### config.mk
export PLATFORM = sky130hd
export DESIGN_NAME = adc_serial_responder
export DESIGN_NICKNAME = d
export VERILOG_FILES = /design/src/rtl/adc_pkg.sv /design/src/rtl/sync_edge.sv /design/src/rtl/adc_serial_responder.sv
export SDC_FILE = /design/constraint.sdc
export NUM_CORES = 1
export LEC_CHECK = 0
export BUFFER_PORTS_ARGS = -buffer_cell sky130_fd_sc_hd__buf_4
export CAP_MARGIN = 40
export CORE_UTILIZATION = 30
export DETAILED_ROUTE_END_ITERATION = 8
export GPL_TIMING_DRIVEN = 1
export HOLD_SLACK_MARGIN = 0.03
export PLACE_DENSITY = 0.45
export SLEW_MARGIN = 25
export SYNTH_ARGS = -nofsm -noshare
export SYNTH_HDL_FRONTEND = slang
export SYNTH_SLANG_ARGS = --single-unit
### constraint.sdc
create_clock -name clk -period 6.5 [get_ports clk]
set_input_delay 0.325 -clock clk [delete_from_list [all_inputs] [get_ports clk]]
set_output_delay 0.325 -clock clk [all_outputs]
set_load 0.05 [all_outputs]
### src/rtl/adc_pkg.sv
// adc_pkg
//   Shared definitions for the ADC serial responder: frame geometry,
//   controller state encoding, sample-pattern encodings and the
//   per-channel sample generator.
package adc_pkg;

    localparam int NBITS      = 16;  // sclk falls per frame
    localparam int LEAD_ZEROS = 4;   // zero bits ahead of the sample
    localparam int DATA_BITS  = 12;  // sample width

    typedef enum logic [1:0] {
        ST_IDLE  = 2'd0,
        ST_LOAD  = 2'd1,
        ST_SHIFT = 2'd2,
        ST_DONE  = 2'd3
    } state_e;

    typedef enum logic [1:0] {
        PAT_FIXED  = 2'd0,
        PAT_RAMP   = 2'd1,
        PAT_OFFSET = 2'd2,
        PAT_TOGGLE = 2'd3
    } pattern_e;

    // Sample for channel ch. The offset pattern adds 256*ch, i.e. ch
    // lands in bits [9:8]; the 12-bit sum wraps naturally.
    function automatic logic [DATA_BITS-1:0] sample_for(
        input logic [1:0]           sel,
        input logic [DATA_BITS-1:0] fixed_value,
        input logic [DATA_BITS-1:0] ramp,
        input logic                 toggle,
        input logic [1:0]           ch
    );
        logic [DATA_BITS-1:0] s;
        s = fixed_value;
        case (pattern_e'(sel))
            PAT_FIXED:  s = fixed_value;
            PAT_RAMP:   s = ramp;
            PAT_OFFSET: s = ramp + {2'b00, ch, 8'h00};
            PAT_TOGGLE: s = toggle ? 12'hFFF : 12'h000;
            default:    s = fixed_value;
        endcase
        return s;
    endfunction

endpackage

### src/rtl/sync_edge.sv
// sync_edge
//   Multi-flop synchronizer for one asynchronous input, followed by a
//   fall/rise detector on the synchronized level.
//   Ports:
//     clk, reset       system clock, async active-high reset
//     din              asynchronous input
//     level            synchronized level
//     fall, rise       one-clk edge pulses on the synchronized level
module sync_edge #(
    parameter int   STAGES    = 2,
    parameter logic RESET_VAL = 1'b1
) (
    input  logic clk,
    input  logic reset,
    input  logic din,
    output logic level,
    output logic fall,
    output logic rise
);

    logic [STAGES-1:0] sync_q;
    logic              prev_q;
    logic [STAGES:0]   settle_q;

    always_ff @(posedge clk or posedge reset) begin
        if (reset) begin
            sync_q   <= {STAGES{RESET_VAL}};
            prev_q   <= RESET_VAL;
            settle_q <= '0;
        end else begin
            sync_q   <= {sync_q[STAGES-2:0], din};
            prev_q   <= sync_q[STAGES-1];
            settle_q <= {settle_q[STAGES-1:0], 1'b1};
        end
    end

    assign level = sync_q[STAGES-1];

    // After reset the chain flushes from RESET_VAL to the real input
    // level; that transition is not a real edge, so edges stay masked
    // until the chain and the history flop both hold real samples.
    assign fall = settle_q[STAGES] &  prev_q & ~level;
    assign rise = settle_q[STAGES] & ~prev_q &  level;

endmodule

### src/rtl/adc_serial_responder.sv
// adc_serial_responder
//   Emulates three serial ADCs answering a pixel reader. Each cs-low
//   frame shifts out {4'b0, sample} MSB first on sdo[k], one bit per
//   sclk fall.
//   Ports:
//     clk, reset     system clock, async active-high reset
//     cs, sclk       reader chip select (active low) and serial clock
//     enable         frames are answered only when high at cs fall
//     pattern_sel    0 fixed, 1 ramp, 2 channel-offset ramp, 3 toggle
//     fixed_value    sample for pattern 0
//     sdo            serial data, one bit per channel
//     frame_done     one-clk pulse when a frame completes
//     frame_count    completed frames, wrapping
//
//   state | meaning
//   IDLE  | waiting for cs fall with enable high; sdo low
//   LOAD  | latch shift words for all channels
//   SHIFT | present MSB, shift on each sclk fall
//   DONE  | frame complete; sdo low until cs rises
module adc_serial_responder #(
    parameter int SYNC_STAGES = 2,
    parameter int NBITS       = adc_pkg::NBITS
) (
    input  logic        clk,
    input  logic        reset,
    input  logic        cs,
    input  logic        sclk,
    input  logic        enable,
    input  logic [1:0]  pattern_sel,
    input  logic [11:0] fixed_value,
    output logic [2:0]  sdo,
    output logic        frame_done,
    output logic [15:0] frame_count
);

    localparam logic [4:0] LAST_EDGE = 5'(NBITS - 1);
    localparam logic [4:0] FULL_CNT  = 5'(NBITS);

    adc_pkg::state_e state, state_nx;

    logic cs_lvl, cs_fall, cs_rise;
    logic sclk_lvl, sclk_fall, sclk_rise;

    logic [4:0]        bit_cnt;
    logic [11:0]       ramp;
    logic [2:0][15:0]  shreg;

    sync_edge #(.STAGES(SYNC_STAGES), .RESET_VAL(1'b1)) u_cs_sync (
        .clk   (clk),
        .reset (reset),
        .din   (cs),
        .level (cs_lvl),
        .fall  (cs_fall),
        .rise  (cs_rise)
    );

    sync_edge #(.STAGES(SYNC_STAGES), .RESET_VAL(1'b1)) u_sclk_sync (
        .clk   (clk),
        .reset (reset),
        .din   (sclk),
        .level (sclk_lvl),
        .fall  (sclk_fall),
        .rise  (sclk_rise)
    );

    logic unused_edges;
    assign unused_edges = ^{cs_lvl, sclk_lvl, sclk_rise};

    always_ff @(posedge clk or posedge reset) begin
        if (reset) state <= adc_pkg::ST_IDLE;
        else       state <= state_nx;
    end

    always_comb begin
        state_nx = state;
        sdo      = 3'b000;
        case (state)
            adc_pkg::ST_IDLE: begin
                if (cs_fall && enable) state_nx = adc_pkg::ST_LOAD;
            end
            adc_pkg::ST_LOAD: begin
                state_nx = cs_rise ? adc_pkg::ST_IDLE : adc_pkg::ST_SHIFT;
            end
            adc_pkg::ST_SHIFT: begin
                sdo = {shreg[2][15], shreg[1][15], shreg[0][15]};
                if (cs_rise)
                    state_nx = adc_pkg::ST_IDLE;
                else if (sclk_fall && bit_cnt == LAST_EDGE)
                    state_nx = adc_pkg::ST_DONE;
            end
            adc_pkg::ST_DONE: begin
                if (cs_rise) state_nx = adc_pkg::ST_IDLE;
            end
            default: state_nx = adc_pkg::ST_IDLE;
        endcase
    end

    always_ff @(posedge clk or posedge reset) begin
        if (reset) begin
            bit_cnt     <= '0;
            ramp        <= '0;
            frame_count <= '0;
            frame_done  <= 1'b0;
            shreg       <= '0;
        end else begin
            frame_done <= 1'b0;
            case (state)
                adc_pkg::ST_IDLE: bit_cnt <= '0;
                adc_pkg::ST_LOAD: begin
                    bit_cnt <= '0;
                    for (int k = 0; k < 3; k++)
                        shreg[k] <= {{adc_pkg::LEAD_ZEROS{1'b0}},
                                     adc_pkg::sample_for(pattern_sel, fixed_value, ramp,
                                                         frame_count[0], 2'(k))};
                end
                adc_pkg::ST_SHIFT: begin
                    if (sclk_fall && !cs_rise) begin
                        for (int k = 0; k < 3; k++)
                            shreg[k] <= {shreg[k][14:0], 1'b0};
                        if (bit_cnt != FULL_CNT) bit_cnt <= bit_cnt + 5'd1;
                    end
                    if (state_nx == adc_pkg::ST_DONE) begin
                        frame_done  <= 1'b1;
                        frame_count <= frame_count + 16'd1;
                        ramp        <= ramp + 12'd1;
                    end
                end
                default: ;
            endcase
        end
    end

endmodule
# After elaboration in Yosys (flattened, before gate mapping)
# Cells that the tools add are included.
word_totals:
  regBits: 96
  input_bits: 19
  output_inout_bits: 20
op_classes:
  add_sub_neg: 5
  n_eq_ne: 11
  mux: 18
  bitwise_logic: 9
  reduce_logical: 13
op_table:
  columns: ["operator", "n"]
  rows:
  - ["12-bit case mux with 4 select lines", 2]
  - ["48-bit case mux with 2 select lines", 1]
  - ["48-bit 2-to-1 mux", 1]
  - ["12-bit case mux with 3 select lines", 1]
  - ["16-bit by 1-bit adder with 16-bit output (second input constant)", 1]
  - ["12-bit by 1-bit adder with 12-bit output (second input constant)", 1]
  - ["12-bit by 10-bit adder with 12-bit output (second input constant)", 1]
  - ["12-bit by 9-bit adder with 12-bit output (second input constant)", 1]
  - ["12-bit 2-to-1 mux", 1]
  - ["2-bit equality test (second input constant)", 5]
  - ["2-bit 2-to-1 mux", 5]
  - ["5-bit 2-to-1 mux", 2]
  - ["5-bit case mux with 2 select lines", 1]
  - ["2-bit case mux with 4 select lines", 1]
  - ["1-bit AND", 6]
  - ["5-bit by 1-bit adder with 5-bit output (second input constant)", 1]
  - ["5-bit by 4-bit equality test with 1-bit output (second input constant)", 1]
  - ["5-bit != test (second input constant)", 1]
  - ["2-bit by 1-bit equality test with 1-bit output (second input constant)", 2]
  - ["2-bit zero test", 2]
  - ["2-bit != test (second input constant)", 2]
  - ["2-bit AND reduction", 2]
  - ["2-bit nonzero test", 2]
  - ["2-bit OR reduction", 2]
  - ["6 further kinds", 11]

# Logic depth before layout (Yosys ltp)
# Gate-level depths: netlist (run 1).
logic_depth:
  depth_word: 9
  mapped_depth: 8

# Cells and area by module
# A second synthesis (run 1) with hierarchy kept.
unflattened:
  hier_cells: 453
  area_unflattened_um2: 4398.0
modules_own_cells:
  columns: ["module", "n_inst", "cells_each", "area_per_inst_um2", "seq_area_each_um2"]
  rows:
  - ["adc_serial_responder", 1, 433, 4040.1, 1901.8]
  - ["sync_edge", 2, 10, 178.9, 153.9]

# Least setup slack after synthesis (run 1)
# Ideal clock, no wire load.
synth_path:
  path_kind: "register to register"
  from: "reg bit_cnt[0]"
  to: "reg frame_count[1]"
  setup_time_ps: 125
  t_arrival_ps: 1791
  setup_slack_ps: 4584
  path_stages_with_launch: 8
  path_buffers: 1
  synth_period_minus_slack_ps: 1916
  cell_sequence: "dfrtp_1 > ha_1 > and3_1 > ha_1 > nand4b_1 > nor3_2 > buf_4 > mux2_2"
synth_between:
  elab_chain_len: 7
synth_rtl:
  columns: ["element", "line_no", "source"]
  rows:
  - ["start: declaration", "adc_serial_responder.sv:44", "logic [4:0] bit_cnt;"]
  - ["start signal: assignment", "adc_serial_responder.sv:120", "if (bit_cnt != FULL_CNT) bit_cnt <= bit_cnt + 5'd1;"]
  - ["5-bit by 4-bit equality test with 1-bit output", "adc_serial_responder.sv:88", "else if (sclk_fall && bit_cnt == LAST_EDGE)"]
  - ["1-bit logical AND", "adc_serial_responder.sv:88", null]
  - ["2-bit 2-to-1 mux", "adc_serial_responder.sv:88", null]
  - ["2-bit 2-to-1 mux", "adc_serial_responder.sv:86", "if (cs_rise)"]
  - ["2-bit case mux with 4 select lines", "adc_serial_responder.sv:77", "case (state)"]
  - ["2-bit equality test", "adc_serial_responder.sv:122", "if (state_nx == adc_pkg::ST_DONE) begin"]
  - ["2-bit AND reduction (no source line)", null, null]
  - ["end signal: assignment", "adc_serial_responder.sv:124", "frame_count <= frame_count + 16'd1;"]
  - ["end: declaration", "adc_serial_responder.sv:33", "output logic [15:0] frame_count"]
# Every way passes these cells.
# A chain may end at the register's enable or synchronous reset.

# Final worst setup path (run 1)
layout_path:
  from: "reg state[0]"
  to: "reg shreg[9] in the netlist's numbering"
layout_between:
  elab_chain_len: 3
  word_cells_on_any_way: 6
  cone_classes: "3 x eq/ne; 1 x mux; 2 x reduce/logical"
layout_rtl:
  columns: ["element", "line_no", "source"]
  rows:
  - ["start: declaration", "adc_serial_responder.sv:39", "adc_pkg::state_e state, state_nx;"]
  - ["start signal: assignment", "adc_serial_responder.sv:70", "if (reset) state <= adc_pkg::ST_IDLE;"]
  - ["start signal: assignment", "adc_serial_responder.sv:71", "else state <= state_nx;"]
  - ["2-bit equality test or 2-bit by 1-bit equality test with 1-bit output (tied branches)", "adc_serial_responder.sv:107", "case (state)"]
  - ["2-bit != test (no source line) or 2-bit nonzero test (tied branches)", null, null]
  - ["2-bit AND reduction (no source line)", null, null]
  - ["end signal: indexed assignment", "adc_serial_responder.sv:112", "shreg[k] <= {{adc_pkg::LEAD_ZEROS{1'b0}},"]
  - ["end signal: indexed assignment", "adc_serial_responder.sv:119", "shreg[k] <= {shreg[k][14:0], 1'b0};"]
  - ["end: declaration", "adc_serial_responder.sv:46", "logic [2:0][15:0] shreg;"]
# Parallel ways exist; a longest one is shown, timed or not.

==> reports/results.env, run 1 <==
RUN_STATUS='completed'
POWER_LEAKAGE_uW=0.00211
SYNTH_SEQ_AREA_SHARE_PCT=50.9
CLOCK.FMAX_MHz=459
GRT_MAX_DEGREE=60
PLACE.GP.CONGESTION=0.725
VIAS_IN_THE_FIRST_GLOBAL_ROUTE=2973
WORST_SKEW_PAIR.LATE_LATENCY_NS=0.34
SYNTH_CELL_TYPE_COUNT=52
END_KIND='flip-flop'
SHARE_OF_THE_CLOCK_PERIOD_USED_BY_THE_WORST_PATH_PCT=33.5
CRITICAL_PATH_DATA_REQUIRED_TIME_NS=6.73
PEAKVDDDROP_mV=0.114
CLOCKPOWERSHARE_PCT=32.0
SYNTH_ASYNC_SR_FLOP_SHARE_PCT=100
FF2FF_SETUP_SLACK_NS=4.32
POSTSYNTHAREAPERCELL_UM2=10.5
INTERNAL_POWER_uW=1020
CP_MAX_FO=42
FIN_CELLS=613
MAX_CLOCK_SKEW_NS=0.00889
PRECTSSETUPSLACK_NS=4.20
WORSTHOLDENDPOINT='u_sclk_sync.sync_q[0]'
DRC=0
POWER.SWITCHING_uW=423
YOSYS_REGISTER_BITS=85
CLOCKROOTBUFFER='clkbuf_16'
ROUTED_WIRELENGTH_MM=9.46
WORST_SETUP_PATH_START_KIND='flip-flop'
AREA_DELTA_SYNTH_FINAL_PCT=17.3
CRIT-REG2REG-LAUNCH='state[0]'
GRT_FIRST_PASS_WIRELENGTH_MM=15.8
ANT_NETS=0
LEVEL_COUNT_OF_THE_CLOCK_H_TREE=3
SYNTH_ENABLE_FLOP_CELLS=0
P_PER_AREA_nW_PER_UM2=293
HEIGHT_OF_THE_DIE_UM=120
ROUTE.VIAS.TOTAL=3036
CP_TOP_FAMILY='compound AO/OA/AOI/OAI gates'
IO_BUFFER_COUNT=38
DATA_ARRIVAL_CRITICAL_PATH_NS=2.40
YS.WARNINGS.COUNT=0
P_COMB_SHARE_PCT=18.5
LAYOUT_MIN_CYCLE_TIME_NS=2.18
FINALMAXSLEWVIOLATIONS=0
POWER.SWITCHING_FRACTION_PCT=29.4
REG2REGPATHDEPTH=5
CHIPWIDTH_UM=120
HOLD_VIOL_FINAL=0
CLOCKBUFFERDEPTH=2
ROUTEDWLPERCELL_UM=15.4
FINISH.INSTANCE_AREA_UM2=4920
NUMCLOCKSINKS=85
SLOWEST_DELAY_NS=0.48
FINAL_NET_COUNT=462
HOLDWS_NS=0.0926
SETUP_VIOLATIONS=0
SYNTH_NETS=430
CRIT_PATH_TOP_DELAY_CELL='dfrtp_1'
SYNTH.TOP_CELLS.BY_AREA='dfrtp_1 47%, xnor2_1 5.4%, dfstp_2 3.8%'
DIEAREA_UM2=14500
PIN_COUNT=39
SYN-INSTANCE-COUNT=400
RSZ0062_AT_GRT='false'
SYNTH_FLOP_CELL='dfrtp_1'
HPWL_MM=6.32
CTS_TREE='yes'
DETAILED_ROUTING_ITERATIONS_PASS_1=4
TIMING.CRITICAL_PATH.CELLS='nand2b_1 > o31ai_4 > buf_4 > o311ai_0 > o21a_1'
DRV_CAP=0
GRT_OVERFLOW_TOTAL=0
FLOORPLAN.INITIALDENSITY_PCT=31.2
POST_CTS_BUFFERS=0
ROWS=42
YOSYS.AREA.TOP_TYPE='dfrtp_1'
TNS_NS=0
PWR-SHARE-SEQ_PCT=49.5
PATH_CLK_SLEW_NS=0.06
WORST_SLACK_NS=4.32
TIMING_WORST_SLEW_PIN_VALUE_NS=0.742
ANTENNA_FOUND_INITIAL=0
DR.FIRST_ITER.DRC_COUNT=212
MIN_PATH_CELLS=1
CP_NUM_BUF_INV=1
NETLIST.AREA_LEADER.SHARE_PCT=47.2
POST_SYNTH_INSTANCE_AREA_UM2=4190
PLACED_CELL_AREA_UM2=4630
DRIVE_GT1_SHARE_PCT=17.8
NUMBER_OF_BUFFERS_CREATED_BY_CTS=9
ANTENNADIODECOUNT=0
TIMING.MAX_SLEW.REL_SLACK_PCT=50.3
AVGVIACOUNTPERCELL=4.95
CRITICAL_PATH.REG2REG.ENDPOINT='shreg[9]'
TOTAL_ROUTING_USAGE_GR_PCT=14.4
TIMING.HOLD.WORST.CLASS='input pin to flip-flop'
PATH_CLASS='flip-flop to flip-flop'
POST-PLACE-CELLS=595
HP-START='sclk'
FLOORPLAN.CORE_AREA_UM2=13500
## cell usage in the layout, fill, tap and decap left out, drive strengths merged, types with 3 or more instances in the layout
| cell type | count |
|---|---|
| dfrtp | 79 |
| buf | 46 |
| nand2 | 36 |
| a21oi | 26 |
| nor2 | 26 |
| xnor2 | 26 |
| inv | 17 |
| nand3 | 16 |
| a31oi | 15 |
| clkbuf | 14 |
| a22o | 12 |
| ha | 11 |
| o21ai | 9 |
| a221o | 8 |
| nand4 | 8 |
| a211o | 7 |
| dfstp | 6 |
| and2 | 5 |
| nor2b | 5 |
| and4 | 4 |
| and3 | 4 |
| o21a | 4 |
| mux2i | 4 |
| o31ai | 4 |
| nor4 | 4 |
| nand4b | 3 |
| a211oi | 3 |
| a2bb2oi | 3 |
| a22oi | 3 |
| nor3 | 3 |
| nand3b | 3 |
## stage by stage
step           total power (uW)  utilization, %
2_1_floorplan               912               -
5_1_grt                    1530            36.6
4_1_cts                    1460            36.4
6_report                   1440            36.6
3_5_place_dp                986            34.4
3_3_place_gp                980            34.2
## kinds of logic after synthesis
family                     Yosys count  share of synthesized area [%]
DFF                                 85                           50.9
muxes                                6                           1.49
AOI/OAI and AO/OA                  104                           17.8
and+or+nand+nor                    121                           15.7
buffers and inverters               44                           4.86
xor gates and xnor gates            28                           5.85
adders and majority gates           11                           3.28
other                                1                         0.0894
## state kept, by name, indices dropped and copies added (netlist names), 2 cells and up
register / count
frame_count: 16
shreg: 40
state: 2
u_sclk_sync.settle_q: 2
bit_cnt: 5
u_cs_sync.sync_q: 2
u_sclk_sync.sync_q: 2
ramp: 12
## synth_stat cells, drive strengths merged, types with 3 or more instances
cell / number
dfstp: 6
nand4: 8
nor2: 26
a211o: 7
a31oi: 15
nand4b: 3
a211oi: 3
and3: 4
nand3: 16
and2: 5
ha: 11
and4: 4
buf: 16
o21a: 4
o21ai: 9
clkbuf: 10
nand2: 36
o31ai: 4
a221o: 8
inv: 18
dfrtp: 79
a22oi: 3
nor3: 3
a21oi: 26
xnor2: 26
nor4: 4
a22o: 12
nand3b: 3
mux2i: 4
a2bb2oi: 3
nor2b: 5
## worst max path at each step
stage	from	endpoint	slack, ns	depth (start not counted)
2_1_floorplan	reset	bit_cnt[0]	3.99	1
3_3_place_gp	state[0]	shreg[31]	4.15	3
3_5_place_dp	pattern_sel[0]	shreg[27]	4.20	7
4_1_cts	state[0]	shreg[9]	4.29	5
5_1_grt	state[0]	shreg[9]	4.12	5
6_report	state[0]	shreg[9]	4.32	5
## power by group through the flow
stage	Combinational [uW]	Sequential (uW)	Clock [uW]
floorplan	220	693	0
global route	298	725	504
CTS	268	712	484
finish	266	712	461
detailed placement	266	721	0
global placement	260	720	0
## timing repair
| item | 4_1_cts | 5_1_grt |
|---|---|---|
| endpoints found under the hold margin | 26 | 0 |
| hold buffers | 1 | 0 |
| resized for setup | 0 | 0 |
## per-layer routing
metal	up-vias	track usage [%]	wire length, um
met2	42	21.1	4470
met1	1487	19.6	4590
met5	-	0	0
met4	0	6.02	95
met3	7	4.29	303
li1	1500	-	-
## area by class of cell
class | count | area, um^2
Timing Repair Buffer | 47 | 375
Multi-Input combinational cell | 271 | 1860
Sequential cell | 85 | 2130
Fill cell | 1391 | 8540
Tap cell | 176 | 220
Clock inverter | 2 | 12.5
Clock buffer | 14 | 244
Inverter | 18 | 68.8
Power figures use the tool's default switching activity.
==> inputs of run 2 (changes only) <==
Settings changed: PLACE_DENSITY 0.45 to 0.47.
Clock period 6.5 ns to 1.91 ns, I/O delays scaled along.
==> run 2 against run 1 <==
Effect of this change: global-route usage is 0.22 points lower; register-to-register slack worse by 4.3 ns; count of clock-buffer cells in the layout is 3 lower; highest routed layer unchanged; critical path type unchanged; routed wire length is 0.99% lower; combinational power grew to 3.7 times the previous value; critical endpoint is now ramp[5].
==> reports/results.env, run 2 (same netlist as run 1, synthesis figures left out) <==
TIMING.CRITICAL_PATH.FROM='bit_cnt[1]'
WORST_SETUP_PATH_START_KIND='flip-flop'
NUMBER_OF_BUFFERS_CREATED_BY_CTS=9
ROUTED_WIRELENGTH_MM=9.37
WORST_SLACK_NS=0.0550
AREA_DELTA_SYNTH_FINAL_PCT=23.9
FILLER_CELL_COUNT=1392
ROWS=42
P_PER_AREA_nW_PER_UM2=988
PIN_COUNT=39
DATA_ARRIVAL_CRITICAL_PATH_NS=2.08
FF2FF_SETUP_SLACK_NS=0.05
PEAKVDDDROP_mV=0.518
PATH_CLK_SLEW_NS=0.06
DETAILED_ROUTING_ITERATIONS_PASS_1=4
PRECTSSETUPSLACK_NS=-0.0208
FINISH.INSTANCE_AREA_UM2=5190
CTS_TREE='yes'
CRIT_PATH_TOP_DELAY_CELL='dfrtp_1'
CP_NUM_BUF_INV=1
GRT_FIRST_PASS_WIRELENGTH_MM=15.9
TOP_REGS='shreg x40, frame_count x16, ramp x12'
GRT_MAX_DEGREE=54
FLOORPLAN.CORE_AREA_UM2=13500
DIEAREA_UM2=14500
HPWL_MM=6.48
MAX_CLOCK_SKEW_NS=0.0109
ANT_NETS=0
DRC=0
DR.FIRST_ITER.DRC_COUNT=145
CP_MAX_FO=5
ANTENNA_FOUND_INITIAL=0
FLOORPLAN.INITIALDENSITY_PCT=31.2
FINAL_CELL_MIX='79 x dfrtp_1, 65 x buf_4, 36 x nand2_1'
POWER_LEAKAGE_uW=0.00226
CP-ENDPOINT='ramp[5]'
IO_BUFFER_COUNT=38
CLOCK.FMAX_MHz=539
DRIVE_GT1_SHARE_PCT=22.9
SETUP_VIOLATIONS=0
LAYOUT.CELLS.MOST_COMMON='dfrtp_1'
LEVEL_COUNT_OF_THE_CLOCK_H_TREE=3
CRITICAL_PATH_DATA_REQUIRED_TIME_NS=2.13
SHARE_OF_THE_CLOCK_PERIOD_USED_BY_THE_WORST_PATH_PCT=97.1
END_KIND='flip-flop'
CP_NUM_CELLS=8
NUMCLOCKSINKS=85
RUN_STATUS='completed'
GRT_OVERFLOW_TOTAL=0
CHIPWIDTH_UM=120
REG2REGPATHDEPTH=8
CRIT-REG2REG-LAUNCH='bit_cnt[1]'
FINAL_NET_COUNT=487
SLOWEST_DELAY_NS=0.35
FINALMAXSLEWVIOLATIONS=0
ROUTEDWLPERCELL_UM=14.7
CLOCKROOTBUFFER='clkbuf_16'
PLACED_CELL_AREA_UM2=4820
HOLD_VIOL_FINAL=0
CRITICAL_PATH.REG2REG.ENDPOINT='ramp[5]'
TOP_REGISTER='shreg'
LAYOUT_MIN_CYCLE_TIME_NS=1.86
TIMING.CRITICAL_PATH.CELLS='ha_2 > and3_4 > ha_4 > nand4b_1 > buf_4 > nor4_4 > nand4_1 > xnor2_1'
CP_TOP_FAMILY='simple AND/OR/NAND/NOR gates'
AVGVIACOUNTPERCELL=5.02
TIMING.HOLD.WORST.CLASS='input pin to flip-flop'
DRV_CAP=0
ROUTE.VIAS.TOTAL=3202
PLACE.GP.CONGESTION=0.759
HEIGHT_OF_THE_DIE_UM=120
PATH_CLASS='flip-flop to flip-flop'
TNS_NS=0
VIAS_IN_THE_FIRST_GLOBAL_ROUTE=3133
WORST_SKEW_PAIR.LATE_LATENCY_NS=0.35
RSZ0062_AT_GRT='true'
CLOCKBUFFERDEPTH=2
ANTENNADIODECOUNT=0
LARGEST_REGISTER_FF_COUNT=40
TOTAL_ROUTING_USAGE_GR_PCT=14.1
run 2: cell count changes in the layout (fill, tap and decap cells not counted), sizes merged:
| cell | previous run | this run |
|---|---|---|
| dlygate4sd3 | 1 | 3 |
| inv | 17 | 18 |
| clkbuf | 14 | 11 |
| bufinv | 0 | 1 |
| buf | 46 | 69 |
| clkinv | 2 | 3 |
run 2: layer usage:
layer | part of all wire (%) | vias to the layer above | GRT usage, %
li1 | - | 1552 | -
met1 | 51 | 1605 | 20.4
met2 | 45 | 33 | 20.4
met3 | 2.7 | 12 | 2.50
met4 | 1.9 | 0 | 6.71
met5 | 0 | - | 0
run 2: layout make-up:
class / count / area [um^2] / share of cell area (%)
clock inverter: 5 / 61.3 / 1.18
clock buffer: 11 / 233 / 4.48
inverter: 18 / 71.3 / 1.37
tap: 176 / 220 / 4.24
sequential: 85 / 2130 / 41.1
timing repair buffer: 72 / 589 / 11.3
multi-input combinational: 271 / 1880 / 36.3
run 2: power by group:
group / total [uW] / switching, uW / leakage (uW) / internal [uW]
Combinational: 984 / 536 / 0.00102 / 448
Clock: 1760 / 736 / 0.000144 / 1020
Sequential: 2390 / 210 / 0.00109 / 2180
run 2: repair_timing:
action	in CTS	in global routing
setup buffers	0	3
pin swaps	1	11
hold endpoints to repair	81	0
gates resized for setup	0	7
setup endpoints to repair	5	16
hold buffers	3	0
run 2: through the flow:
| stage | hold WS (ns) | total power, uW | utilization (%) | instances |
|---|---|---|---|---|
| detailed placement | 0.191 | 3420 | 35.8 | 616 |
| finish | 0.0475 | 5130 | 38.6 | 638 |
| floorplan | 0.100 | 3110 | - | 400 |
| CTS | 0.0390 | 5190 | 38.2 | 635 |
| global placement | 0.195 | 3390 | 35.8 | 616 |
| global route | 0.0684 | 5440 | 38.6 | 638 |
run 2: how the worst min path moves through the flow:
stage	end	slack, ns	cells after the start	start
2_1_floorplan	u_cs_sync.sync_q[0]	0.1	0	cs
3_3_place_gp	shreg[47]	0.19	3	reset
3_5_place_dp	shreg[14]	0.19	3	reset
4_1_cts	state[0]	0.04	3	enable
5_1_grt	state[0]	0.07	3	enable
6_report	state[0]	0.05	3	enable
run 2: tightest hold or removal path: cells and delay by family:
kind                   cells  cell delay [ns]
AOI/OAI and AO/OA          1             0.07
and+or+nand+nor            1             0.08
buffers and inverters      1             0.11
